$ cat src/rtl/fd_fetch_buffer.sv
// F->D instruction fetch buffer: a small FIFO of {pc, instr, excode} that decouples
// D-stage holds from the fetch path and tags AdEL fetch faults before decode.
module fd_fetch_buffer #(
    parameter int          DEPTH  = 2,
    parameter logic [31:0] PC_MIN = 32'h0000_3000,
    parameter logic [31:0] PC_MAX = 32'h0000_6FFC
) (
    input  logic                         clk,
    input  logic                         rst,
    input  logic [31:0]                  F_pc,
    input  logic [31:0]                  F_instr,
    input  logic                         F_valid,
    output logic                         F_stall,
    input  logic                         D_stall,
    input  logic                         flush,
    output logic                         D_valid,
    output logic [31:0]                  D_pc,
    output logic [31:0]                  D_instr,
    output logic [4:0]                   D_excode,
    output logic [$clog2(DEPTH+1)-1:0]   count
);

    localparam int PW = $clog2(DEPTH);
    localparam int CW = $clog2(DEPTH + 1);
    localparam logic [CW-1:0] FULL    = CW'(DEPTH);
    localparam logic [4:0]    EX_ADEL = 5'd4;

    logic [31:0] pc_mem    [DEPTH];
    logic [31:0] instr_mem [DEPTH];
    logic [4:0]  ex_mem    [DEPTH];

    logic [PW-1:0] rd_ptr;
    logic [PW-1:0] wr_ptr;
    logic          enq;
    logic          deq;
    logic          fault;

    assign F_stall = (count == FULL);
    assign D_valid = (count != '0);
    assign enq     = F_valid & ~F_stall & ~flush;
    assign deq     = D_valid & ~D_stall & ~flush;
    assign fault   = (F_pc[1:0] != 2'b00) | (F_pc < PC_MIN) | (F_pc > PC_MAX);

    assign D_pc     = D_valid ? pc_mem[rd_ptr]    : 32'h0;
    assign D_instr  = D_valid ? instr_mem[rd_ptr] : 32'h0;
    assign D_excode = D_valid ? ex_mem[rd_ptr]    : 5'd0;

    // Faulting fetches become a nop carrying AdEL so decode never sees a bogus word.
    always_ff @(posedge clk) begin
        if (enq) begin
            pc_mem[wr_ptr]    <= F_pc;
            instr_mem[wr_ptr] <= fault ? 32'h0 : F_instr;
            ex_mem[wr_ptr]    <= fault ? EX_ADEL : 5'd0;
        end
    end

    always_ff @(posedge clk) begin
        if (rst || flush) begin
            rd_ptr <= '0;
            wr_ptr <= '0;
            count  <= '0;
        end else begin
            if (enq) begin
                wr_ptr <= wr_ptr + PW'(1);
            end
            if (deq) begin
                rd_ptr <= rd_ptr + PW'(1);
            end
            case ({enq, deq})
                2'b10:   count <= count + CW'(1);
                2'b01:   count <= count - CW'(1);
                default: count <= count;
            endcase
        end
    end

endmodule

$ cat config.mk
export PLATFORM = sky130hd
export DESIGN_NAME = fd_fetch_buffer
export DESIGN_NICKNAME = d
export VERILOG_FILES = /design/src/rtl/fd_fetch_buffer.sv
export SDC_FILE = /design/constraint.sdc
export NUM_CORES = 1
export LEC_CHECK = 0
export ABC_AREA = 1
export BUFFER_PORTS_ARGS = -buffer_cell sky130_fd_sc_hd__buf_2
export CAP_MARGIN = 10
export CORE_MARGIN = 1.5
export CORE_UTILIZATION = 55
export CTS_BUF_LIST = sky130_fd_sc_hd__clkbuf_8
export DETAILED_ROUTE_END_ITERATION = 10
export HOLD_SLACK_MARGIN = 0.1
export PLACE_DENSITY = 0.87
export SYNTH_ARGS = -nofsm -noshare
export SYNTH_HDL_FRONTEND = slang
export SYNTH_SLANG_ARGS = --single-unit
export TNS_END_PERCENT = 20
$ cat constraint.sdc
create_clock -name clk -period 5.4 [get_ports clk]
set_clock_uncertainty 0.1 [all_clocks]
set_input_delay 0.27 -clock clk [delete_from_list [all_inputs] [get_ports clk]]
set_output_delay 0.27 -clock clk [all_outputs]
set_load 0.005 [all_outputs]
==> After elaboration in Yosys (flattened, before gate mapping) <==
Memory sizes are Yosys's and may differ from the RTL's. A register that Yosys moved wholly into a read port is not among the register bits.
Index checks and enable logic that the tools add are counted.
Widths: inputs -> output; s select.
{ "word_totals": {"output_inout_bits": 73, "n_memories": 3, "word_cells": 42, "regBits": 4, "inputBits": 69, "ram_bits": 134} }
{ "mem_list": {"columns": ["name", "words", "width", "read_ports", "rd_clocked_by_memory_dff", "write_ports", "line_no", "text"], "rows": [
  ["instr_mem", 2, 32, 1, 1, 1, "29", "logic [31:0] instr_mem [DEPTH];"],
  ["pc_mem", 2, 32, 1, 1, 1, "28", "logic [31:0] pc_mem [DEPTH];"],
  ["ex_mem", 2, 3, 1, 1, 1, "30", "logic [4:0] ex_mem [DEPTH];"]
]} }
{ "classes": {"n_mux": 14, "magnitude_cmp": 2, "add_sub_neg": 4, "n_reduce_logical": 4, "bitwise": 9, "eq_ne": 3} }
{ "op_table": {"columns": ["op", "n"], "rows": [
  ["$mux 32", 3],
  ["$gt 32x15->1 const B", 1],
  ["$lt 32x14->1 const B", 1],
  ["$mux 1", 8],
  ["$reduce_bool 2->1", 3],
  ["$mux 5", 1],
  ["$and 1x1->1", 4],
  ["$eq 2x2->1 const B", 2],
  ["$pmux 2 s2", 1],
  ["$mux 3", 1],
  ["$not 1->1", 3],
  ["$add 1x1->1 const B", 2],
  ["$add 2x1->2 const B", 1],
  ["$eq 2x1->1 const B", 1],
  ["$or 1x1->1", 2],
  ["$sub 2x1->2 const B", 1],
  ["$logic_or 1x1->1", 1]
]} }

==> Depth between registers and ports, before layout <==
Gate-level depths: netlist of the first run.
{ "depth": {"ltp_word": 6, "depth_mapped": 8, "depth_no_buf": 8} }

==> Worst setup path after synthesis of the first run <==
Ideal clock, no wire load.
{ "synth_timing": {"kind": "reg-to-reg", "from": "register count[0]", "to": "memory ex_mem[1][2] (netlist name), enable pin", "setup_time_ns": 0.490, "required_ns": 4.810, "n_path_buf": 0, "setup_slack_ns": 1.504, "arrival_time_ns": 3.306, "synth_period_minus_slack_ns": 3.896, "stages_incl_launch_ff": 3, "cell_sequence": "dfxtp_1 o21ai_2 nor2_1"} }
{ "synth_between": {"elab_chain_cells": 6} }
{ "synth_rtl": {"columns": ["element", "line_no", "text"], "rows": [
  ["start: declaration", "20", "output logic [$clog2(DEPTH+1)-1:0] count"],
  ["start signal: assignment", "70", "2'b10: count <= count + CW'(1);"],
  ["start signal: assignment", "71", "2'b01: count <= count - CW'(1);"],
  ["start signal: assignment", "72", "default: count <= count;"],
  ["$eq 2x2->1", "38", "assign F_stall = (count == FULL);"],
  ["$not 1->1", "40", "assign enq = F_valid & ~F_stall & ~flush;"],
  ["$and 1x1->1 (2 in series)", "40", null],
  ["$mux 1", "50", "if (enq) begin"],
  ["$mux 1", "53", "ex_mem[wr_ptr] <= fault ? EX_ADEL : 5'd0;"],
  ["end: declaration", "30", null]
]} }
Every way passes these cells.

==> results by group, run 1 <==
STA
  • Rel. slew slack: 26.6%
  • Pins Over Slew Limit: 0
  • Crit share post-route: 54.8%
  • Post-layout min period: 2960 ps
  • Final TNS setup: 0 ps
  • Final hold vios: 0
  • F_max: 0.338 GHz
  • Setup violations, final: 0
  • RSZ-0062 raised after global routing: no
  • Worst setup margin: 2440 ps
  • Worst Tran Pin Value: 1100 ps

Cells and area
  • Final non-filler cell total: 819
  • Diode count: 0
  • Layout cells sized above 1: 35.7%
  • Area growth syn-to-layout: 26.8%
  • Fin nets: 743

Yosys
  • Async set or reset register ratio after synthesis: 0%
  • Top cells by count, synth: nand2_1, edfxtp_1, inv_1, a21oi_2, nor3_2
  • Cells after Synth: 482
  • Synth Area in Compound Gates: 8.26%
  • Post-synth top area cell: edfxtp_1
  • Most frequently used flop master after synthesis: edfxtp_1
  • Synth top area cells: edfxtp_1, nand2_1, a21oi_2
  • Avg Cell Area, Syn: 12.2 um^2
  • Synth top area share: 66.2%
  • Netlist cell types: 24
  • Multiplexer share of the synthesized area: 0%
  • Number of synthesized register bits: 135
  • Cell Area, Synth: 5890 um^2
  • Synth Area in Adders: 0.212%
  • Main combinational cell family by area after synthesis: simple AND/OR/NAND/NOR gates
  • Synth Warn #: 0
  • Sequential share of the synthesized area: 67.9%
  • EDFF count, synth: 130
  • Most common cell in the netlist: nand2_1
  • XOR/XNOR Fraction of Synth Area: 0.149%
  • Simple-Gate Fraction of Synth Area: 16.8%

CTS
  • CTS root buf: clkbuf_8
  • Number of setup buffers added after CTS: 0
  • Clk slew on worst S/H paths: 70 ps
  • CTS buffer count: 17
  • Clk sinks: 135
  • CTS max path bufs: 2
  • H-tree levels: 4
  • Clk Latency, worst-skew pair: 420 ps
  • CTS tree: built

Worst setup path
  • WP data required: 5030 ps
  • Crit end category: output pin
  • Worst setup SP type: register
  • Crit path max fanout: 66
  • Critical path type: register to output pin
  • Worst endpoint data arrival time: 2590 ps

Routing
  • DR vias: 4169
  • Detail Route Antenna Nets: 0
  • Routed WL: 12.7 mm
  • Starting DRC count in detailed routing: 297
  • WL/cell: 15.5 um
  • DRC Markers: 0
  • Via density per instance: 5.09
  • Pre-antenna DRT Iters: 6

Run
  • MaxCap Viol Count: 0

Power
  • Comb power frac: 7.1%
  • Sw frac: 21.1%
  • Power share of the clock group: 34.1%
  • Pwr dens: 266 nW/um^2
  • P_sw: 0.420 mW
  • Sequential share of power: 58.8%
  • P_int: 1.57 mW
  • Worst VDD drop: 0.179 mV
  • Pleak: 3.05 nW

Placed design
  • Port buffer count: 137
  • Post-DP HPWL: 7.52 mm
  • RD Place Congestion: 0.740
  • Post-placement cell count: 732
  • Dpl ws: 2940 ps

Global route
  • Initial antenna violation count: 0
  • GR Overflow Total: 0
  • Vias in the first global route: 4173
  • Largest net degree at the start of global routing: 67
  • Tot GR Track Use: 22.9%
  • Global-route wire length before repair: 19.7 mm

Die
  • Core Box Area: 10400 um^2
  • Ports: 142
  • Initial Util: 56.8%
  • Die width: 107 um
  • Die H: 107 um
  • Site Rows: 37
  • Die area: 11300 um^2

Min path
  • Worst min path class: input pin to register

Run status
  • Status: complete, no violations
==> worst max-delay path, stage by stage (launching register included) <==
cell and delay, ps:
dfxtp_2 310, buf_4 330, inv_2 900, nand2_1 150, a21oi_1 280, buf_2 170
==> flip-flops by register name, indices dropped and copies added, names as in the netlist, named ones only <==
name       flops
pc_mem        64
count          2
ex_mem         2
rd_ptr         1
wr_ptr         1
instr_mem     64
==> repair_timing <==
item / in CTS / in global routing
hold buffers: 58 / 0
gates resized for setup: 0 / 0
hold endpoints to repair: 111 / 0
==> kinds of logic (layout without fill, tap and decap cells) <==
logic type | Yosys count | in the layout
and+or+nand+nor | 205 | 205
DFF | 135 | 135
buffers and inverters | 72 | 270
AOI/OAI and AO/OA | 67 | 67
adders and majority gates | 1 | 1
other | 1 | 4
xor gates and xnor gates | 1 | 1
==> per-layer routing <==
metal / wire length, um / track usage (%) / vias to the layer above
li1: - / - / 1999
met1: 4870 / 26.8 / 2007
met2: 7030 / 40.9 / 144
met3: 579 / 4.72 / 19
met4: 236 / 9.90 / 0
met5: 0 / 0 / -
==> path summary, 6_finish.rpt <==
kind / startpoint / endpoint / slack, ps / cells past startpoint
setup reg to reg: count[0] / count[0] / 2650 / 6
hold / removal: F_instr[21] / instr_mem[1][21] / 120 / 3
setup / recovery: register / D_pc[12] / 2440 / 5
hold reg to reg: rd_ptr / register / 420 / 2
==> layout by cell type (no fill, tap or decap), types with 2 or more instances in the layout <==
cell type	instances
clkinv_1	4
or2_2	2
clkinv_2	3
conb_1	4
clkbuf_8	17
buf_4	5
buf_2	137
nand2_1	143
nor3_1	3
inv_1	44
edfxtp_1	130
nor2_4	3
dlygate4sd3_1	58
nor3_2	31
dfxtp_1	4
a21oi_1	26
a21oi_2	39
nor2_1	18
==> power by group through the flow <==
stage / logic, mW / registers [mW] / clock network [mW]
detailed placement: 0.108 / 1.19 / 0
CTS: 0.141 / 1.17 / 0.687
finish: 0.142 / 1.17 / 0.678
global route: 0.154 / 1.17 / 0.727
global placement: 0.104 / 1.19 / 0
floorplan: 0.0594 / 1.19 / 0
==> layout make-up <==
class,count,area (um^2)
well taps,136,170
clock inverters,12,75.1
flip-flops and latches,135,4010
inverters,41,154
multi-input cells,278,1530
repair buffers,200,1300
clock buffers,17,234
fillers,708,2900
==> per-stage QoR <==
stage / power, mW / hold slack [ps] / util, % / area [um^2]
global placement: 1.29 / 353 / 63.5 / 6590
CTS: 2.00 / 103 / 72.1 / 7470
floorplan: 1.25 / 247 / - / 5900
finish: 1.99 / 122 / 72.1 / 7470
global route: 2.05 / 108 / 72.1 / 7470
detailed placement: 1.30 / 365 / 63.5 / 6590
Note: power is estimated with default switching activity, not from simulation.
==> run 2, diff against run 1 <==
--- a/config.mk
+++ b/config.mk
@@ -5,15 +5,15 @@
 export SDC_FILE = /design/constraint.sdc
 export NUM_CORES = 1
 export LEC_CHECK = 0
-export ABC_AREA = 1
+export ABC_AREA = 0
 export BUFFER_PORTS_ARGS = -buffer_cell sky130_fd_sc_hd__buf_2
 export CAP_MARGIN = 10
 export CORE_MARGIN = 1.5
-export CORE_UTILIZATION = 55
+export CORE_UTILIZATION = 50
 export CTS_BUF_LIST = sky130_fd_sc_hd__clkbuf_8
 export DETAILED_ROUTE_END_ITERATION = 10
 export HOLD_SLACK_MARGIN = 0.1
-export PLACE_DENSITY = 0.87
+export PLACE_DENSITY = 0.84
 export SYNTH_ARGS = -nofsm -noshare
 export SYNTH_HDL_FRONTEND = slang
 export SYNTH_SLANG_ARGS = --single-unit
==> constraint.sdc (replaced) <==
create_clock -name clk -period 2.5 [get_ports clk]
set_clock_uncertainty 0.1 [all_clocks]
set_input_delay 0.125 -clock clk [delete_from_list [all_inputs] [get_ports clk]]
set_output_delay 0.125 -clock clk [all_outputs]
set_load 0.005 [all_outputs]
==> run 2 against run 1 <==
  * Design area rose by 3.0%
  * Wire length fell by 6.0%
  * Synthesized cell count fell by 26%
  * Largest cell class unchanged
  * Clock power rose to 2.7 times the previous value
  * First-iteration DRC count fell by 41%
  * Via count fell by 9.5%
  * Critical path depth rose by 2
  * Highest routed layer unchanged
  * Sequential power rose by 120%
  * Global-route usage fell by 2.5 points
  * Utilization fell by 2.3 points
  * Combinational power rose to 2.7 times the previous value
==> results by group, run 2 <==
Worst setup path
  • FF-to-FF path depth: 5
  • Crit path capture: pc_mem[0][12]
  • Critical path startpoint: F_valid
  • R2r setup slk: 320 ps
  • Worst endpoint data arrival time: 2210 ps
  • Critical path type: input pin to register
  • Worst r2r src: count[0]
  • Worst setup SP type: input pin
  • WP data required: 2490 ps
  • Crit path max fanout: 65
  • Crit end category: register

Global route
  • Global-route wire length before repair: 18.1 mm
  • Initial antenna violation count: 0
  • Tot GR Track Use: 20.4%
  • GR Overflow Total: 0
  • Largest net degree at the start of global routing: 69
  • Vias in the first global route: 3908

CTS
  • Clk sinks: 135
  • CTS root buf: clkbuf_8
  • CTS buffer count: 17
  • Clk slew on worst S/H paths: 70 ps
  • Post-cts hold buffer count: 70
  • Number of setup buffers added after CTS: 0
  • CTS max path bufs: 2
  • Post-CTS sizing: 0
  • Clk Latency, worst-skew pair: 420 ps
  • H-tree levels: 4
  • CTS tree: built

Routing
  • Routed WL: 11.9 mm
  • Detail Route Antenna Nets: 0
  • Via density per instance: 5.22
  • Starting DRC count in detailed routing: 174
  • WL/cell: 16.5 um
  • DRC Markers: 0
  • DR vias: 3774
  • Pre-antenna DRT Iters: 4

Cells and area
  • Diode count: 0
  • Layout cells sized above 1: 37.4%
  • Fin nets: 640
  • Biggest regs: instr_mem (64), pc_mem (64)
  • Commonest non-fill, non-tap cells in the layout: buf_2, edfxtp_1, dlygate4sd3_1, nor2_1, mux2i_1
  • Area growth syn-to-layout: 34.1%
  • Most common cell after layout, fill and taps aside: buf_2
  • Fill count: 739

Placed design
  • Dpl ws: 470 ps
  • Post-DP HPWL: 6.71 mm
  • RD Place Congestion: 0.726
  • Port buffer count: 137

Run
  • MaxCap Viol Count: 0

STA
  • Crit share post-route: 89.0%
  • RSZ-0062 raised after global routing: no
  • Rel. slew slack: 51.7%
  • Worst Tran Pin Value: 724 ps
  • Setup violations, final: 0
  • Pins Over Slew Limit: 0
  • Final TNS setup: 0 ps
  • Post-layout min period: 2220 ps
  • F_max: 0.450 GHz
  • Final hold vios: 0
  • Worst setup margin: 276 ps

Yosys
  • Top cells by count, synth: edfxtp_1, nor2_1, mux2i_1, nor4b_2, buf_2
  • Netlist cell types: 26
  • Most common cell in the netlist: edfxtp_1
  • Synth top area share: 68.0%
  • Cells after Synth: 359
  • Most frequently used flop master after synthesis: edfxtp_1
  • Synth top area cells: edfxtp_1, mux2i_1, nor4b_2
  • Synth Warn #: 0
  • Number of synthesized register bits: 135
  • Sequential share of the synthesized area: 69.7%
  • Post-synth top area cell: edfxtp_1
  • Async set or reset register ratio after synthesis: 0%
  • Cell Area, Synth: 5740 um^2
  • Avg Cell Area, Syn: 16.0 um^2
  • EDFF count, synth: 130

Power
  • Power share of the clock group: 38.5%
  • Comb power frac: 7.9%
  • Sw frac: 22.0%
  • Pleak: 2.81 nW
  • Pwr dens: 618 nW/um^2
  • P_sw: 1.05 mW
  • Sequential share of power: 53.5%
  • P_int: 3.71 mW
  • Worst VDD drop: 0.317 mV

Die
  • Die H: 110 um
  • Ports: 142
  • Site Rows: 38
  • Core Box Area: 11000 um^2
  • Die area: 12100 um^2
  • Die width: 110 um
  • Initial Util: 52.1%

Min path
  • Worst min path class: input pin to register

Run status
  • Status: complete, no violations
run 2: cell count changes in the layout (fill, tap and decap cells not counted), moves of 3 or more:
cell / before / now
clkinv_1: 4 / 1
dlygate4sd3_1: 58 / 70
nand2_1: 143 / 1
or3_1: 0 / 4
a21oi_1: 26 / 4
clkinvlp_4: 0 / 4
nor3_2: 31 / 0
o21ai_0: 0 / 3
nor4b_2: 0 / 30
clkinv_4: 0 / 3
mux2i_1: 0 / 65
nor2_1: 18 / 66
inv_1: 44 / 2
a21oi_2: 39 / 0
run 2: per-stage QoR:
stage / total power, mW / cells / area (um^2) / utilization (%) / hold WS, ps
floorplan: 2.75 / 362 / 5760 / - / 124
global placement: 2.87 / 621 / 6590 / 59.7 / 217
detailed placement: 2.88 / 621 / 6590 / 59.7 / 220
CTS: 4.79 / 723 / 7700 / 69.8 / 229
global route: 4.92 / 723 / 7700 / 69.8 / 300
finish: 4.76 / 723 / 7700 / 69.8 / 288
run 2: per-layer routing:
layer | global-route usage [%] | share of wire [%] | routed length, um | up-vias
met5 | 0 | 0 | 0 | -
met4 | 8.61 | 1.5 | 184 | 0
met3 | 6.23 | 6.1 | 733 | 18
met2 | 35.1 | 53 | 6280 | 131
met1 | 23.8 | 40 | 4750 | 1851
li1 | - | - | - | 1774
run 2: worst max-delay path: stages:
cell and delay [ps]:
dlygate4sd3_1 520, buf_2 100, nand2b_1 70, dlygate4sd3_1 590, or3_1 360, inv_2 90
buf_12 310
run 2: power by group through the flow:
stage	Clock [mW]	Sequential, mW	Combinational, mW
after global routing	1.96	2.55	0.409
after detailed placement	0	2.60	0.289
after global placement	0	2.59	0.283
final	1.83	2.54	0.377
after floorplan	0	2.59	0.153
after CTS	1.87	2.54	0.375
run 2: final cells by class:
type	count	area (um^2)	share of cell area, %
clock inverters	15	178	2.31
flip-flops and latches	135	4010	52.1
clock buffers	17	234	3.04
well taps	140	175	2.28
multi-input cells	197	1610	21.0
inverters	3	11.3	0.146
repair buffers	216	1480	19.2
run 2: logic make-up after synthesis:
| group | count (synthesis) | synth area share, % |
|---|---|---|
| buffers and inverters | 30 | 2.99 |
| XOR/XNOR | 3 | 0.458 |
| AO/OA/AOI/OAI | 7 | 0.610 |
| other | 1 | 0.0653 |
| flip-flops | 135 | 69.7 |
| adder cells (fa/ha/maj) | 1 | 0.218 |
| multiplexers | 65 | 11.3 |
| AND/OR/NAND/NOR | 117 | 14.6 |
run 2: worst min-delay path by stage:
stage,start,endpoint,slack [ps],cells after the start
CTS,flush,count[0],230,5
global route,F_pc[4],pc_mem[1][4],300,2
global placement,F_pc[8],pc_mem[1][8],220,1
floorplan,F_pc[0],pc_mem[0][0],120,0
finish,flush,count[0],290,5
detailed placement,F_pc[10],pc_mem[0][10],220,1
==> run 3, diff against run 2 <==
--- a/config.mk
+++ b/config.mk
@@ -8,8 +8,10 @@
 export ABC_AREA = 0
 export BUFFER_PORTS_ARGS = -buffer_cell sky130_fd_sc_hd__buf_2
 export CAP_MARGIN = 10
+export CELL_PAD_IN_SITES_DETAIL_PLACEMENT = 1
+export CELL_PAD_IN_SITES_GLOBAL_PLACEMENT = 2
 export CORE_MARGIN = 1.5
-export CORE_UTILIZATION = 50
+export CORE_UTILIZATION = 35
 export CTS_BUF_LIST = sky130_fd_sc_hd__clkbuf_8
 export DETAILED_ROUTE_END_ITERATION = 10
 export HOLD_SLACK_MARGIN = 0.1
==> run 3 against run 2 <==
  * Design area grew 1.6%
  * Wire length rose by 14%
  * Largest cell class unchanged
  * First-iteration DRC count fell by 26%
  * Critical path depth unchanged
==> results by group, run 3 (same netlist as run 2, synthesis figures left out) <==
Run status
  • Status: complete, no violations

Die
  • Die area: 17200 um^2
  • Die H: 131 um
  • Site Rows: 46
  • Initial Util: 36.0%
  • Die width: 131 um
  • Core Box Area: 15900 um^2
  • Ports: 142

Placed design
  • Post-placement cell count: 702
  • RD Place Congestion: 0.730
  • Port buffer count: 137
  • Placed cell area: 6740 um^2
  • Post-DP HPWL: 8.33 mm
  • Dpl ws: 515 ps

CTS
  • CTS tree: built
  • CTS buffer count: 17
  • Clk Latency, worst-skew pair: 440 ps
  • Number of setup buffers added after CTS: 0
  • Clk sinks: 135
  • CTS root buf: clkbuf_8
  • CTS max path bufs: 2
  • Clk slew on worst S/H paths: 80 ps
  • H-tree levels: 4

Worst setup path
  • Worst setup SP type: input pin
  • R2r setup slk: 410 ps
  • Crit path max-delay cell type: dlygate4sd3_1
  • Worst r2r src: count[0]
  • CP dominant cell by count: dlygate4sd3_1
  • WP data required: 2510 ps
  • Worst endpoint data arrival time: 2170 ps
  • Buf/Inv on CP: 5
  • Crit path max fanout: 46
  • Crit end category: register
  • Worst path cell trace: dlygate4sd3_1, buf_2, nand2b_1, dlygate4sd3_1, or3_1, inv_2, buf_12
  • FF-to-FF path depth: 5
  • Critical path type: input pin to register
  • Crit path max-delay family: buffers and inverters
  • Worst path max stage delay: 590 ps

Cells and area
  • Area growth syn-to-layout: 36.2%
  • Reg area: 4010 um^2
  • Design area: 7820 um^2
  • Fill count: 1640
  • Biggest regs: instr_mem (64), pc_mem (64)
  • Commonest non-fill, non-tap cells in the layout: buf_2, edfxtp_1, dlygate4sd3_1, nor2_1, mux2i_1
  • Fin nets: 645
  • Area used by multi-input combinational logic: 1610 um^2
  • Layout cells sized above 1: 37.4%
  • Final non-filler cell total: 804
  • Diode count: 0
  • Most common cell after layout, fill and taps aside: buf_2

Global route
  • Global-route wire length before repair: 20.8 mm
  • Vias in the first global route: 4049
  • Initial antenna violation count: 0
  • Tot GR Track Use: 16.6%
  • Largest net degree at the start of global routing: 66
  • GR Overflow Total: 0

STA
  • Crit share post-route: 86.3%
  • Setup violations, final: 0
  • F_max: 0.463 GHz
  • Worst setup margin: 342 ps
  • Worst Tran Pin Value: 643 ps
  • Final TNS setup: 0 ps
  • Pins Over Slew Limit: 0
  • Post-layout min period: 2160 ps
  • Rel. slew slack: 57.1%
  • RSZ-0062 raised after global routing: no
  • Final hold vios: 0

Power
  • Sequential share of power: 54.5%
  • Pwr dens: 598 nW/um^2
  • P_int: 3.64 mW
  • Worst VDD drop: 0.276 mV
  • Sw frac: 22.1%
  • Pleak: 2.85 nW
  • P_sw: 1.03 mW
  • Comb power frac: 8.3%
  • Power share of the clock group: 37.2%

Routing
  • Highest Signal Layer: met4
  • Met1 WL: 5.75 mm
  • Metal2 WL: 7.12 mm
  • DRC Markers: 0
  • Detail Route Antenna Nets: 0
  • Met3 WL post-DR: 521 um
  • Starting DRC count in detailed routing: 129
  • Routed WL: 13.7 mm
  • DR vias: 3753
  • Via density per instance: 4.67
  • WL/cell: 17.0 um
  • Pre-antenna DRT Iters: 4

Min path
  • Hold Path Sink: count[0]
  • WHS Path Cells: 5
  • Worst min path class: input pin to register
  • Min-delay src: flush

Run
  • MaxCap Viol Count: 0
[run 3: changes by cell type in the layout (fill, tap and decap cells not counted), sizes merged]
cell	delta
buf	+5
clkinvlp	-3
clkbuf	+2
inv	+2
bufinv	-1
[run 3: power by group through the flow]
stage / logic, mW / registers (mW) / clock network (mW)
after CTS: 0.396 / 2.55 / 1.79
after floorplan: 0.153 / 2.59 / 0
final: 0.390 / 2.55 / 1.74
after global routing: 0.428 / 2.55 / 1.86
after global placement: 0.301 / 2.59 / 0
after detailed placement: 0.310 / 2.60 / 0
[run 3: repair_timing]
item,4_1_cts,5_1_grt
endpoints found under the hold margin,133,0
hold buffers,70,0
resized for setup,0,0
[run 3: area by class of cell]
type	count	area share [%]
inverter	3	0.144
tap	216	3.45
sequential	135	51.2
clock inverter	13	1.49
multi-input combinational	197	20.6
timing repair buffer	221	19.7
clock buffer	19	3.34
[run 3: how the worst max path moves through the flow]
stage / startpoint / to / cells after the start
after floorplan: count[0] / ex_mem[0][2] / 3
after global placement: count[0] / count[1] / 5
after detailed placement: count[0] / count[1] / 5
after CTS: register / D_instr[21] / 4
after global routing: count[0] / register / 5
final: F_valid / instr_mem[0][3] / 7
[run 3: per-stage QoR]
step,util [%],total power [mW],hold WS [ps]
floorplan,-,2.75,124
global placement,42.3,2.89,218
detailed placement,42.3,2.91,221
CTS,49.1,4.73,208
global route,49.1,4.84,258
finish,49.1,4.68,241
[run 3: routing by layer]
layer / global-route usage, % / vias up
li1: - / 1774
met1: 18.8 / 1856
met2: 29.7 / 102
met3: 3.69 / 21
met4: 7.69 / 0
met5: 0 / -
[run 3: worst register-to-register path, cell delays in order (launching register included)]
cell,delay (ps)
dfxtp_1,470
nor2_4,60
buf_4,280
or3_1,390
a21oi_1,160
dlygate4sd3_1,570
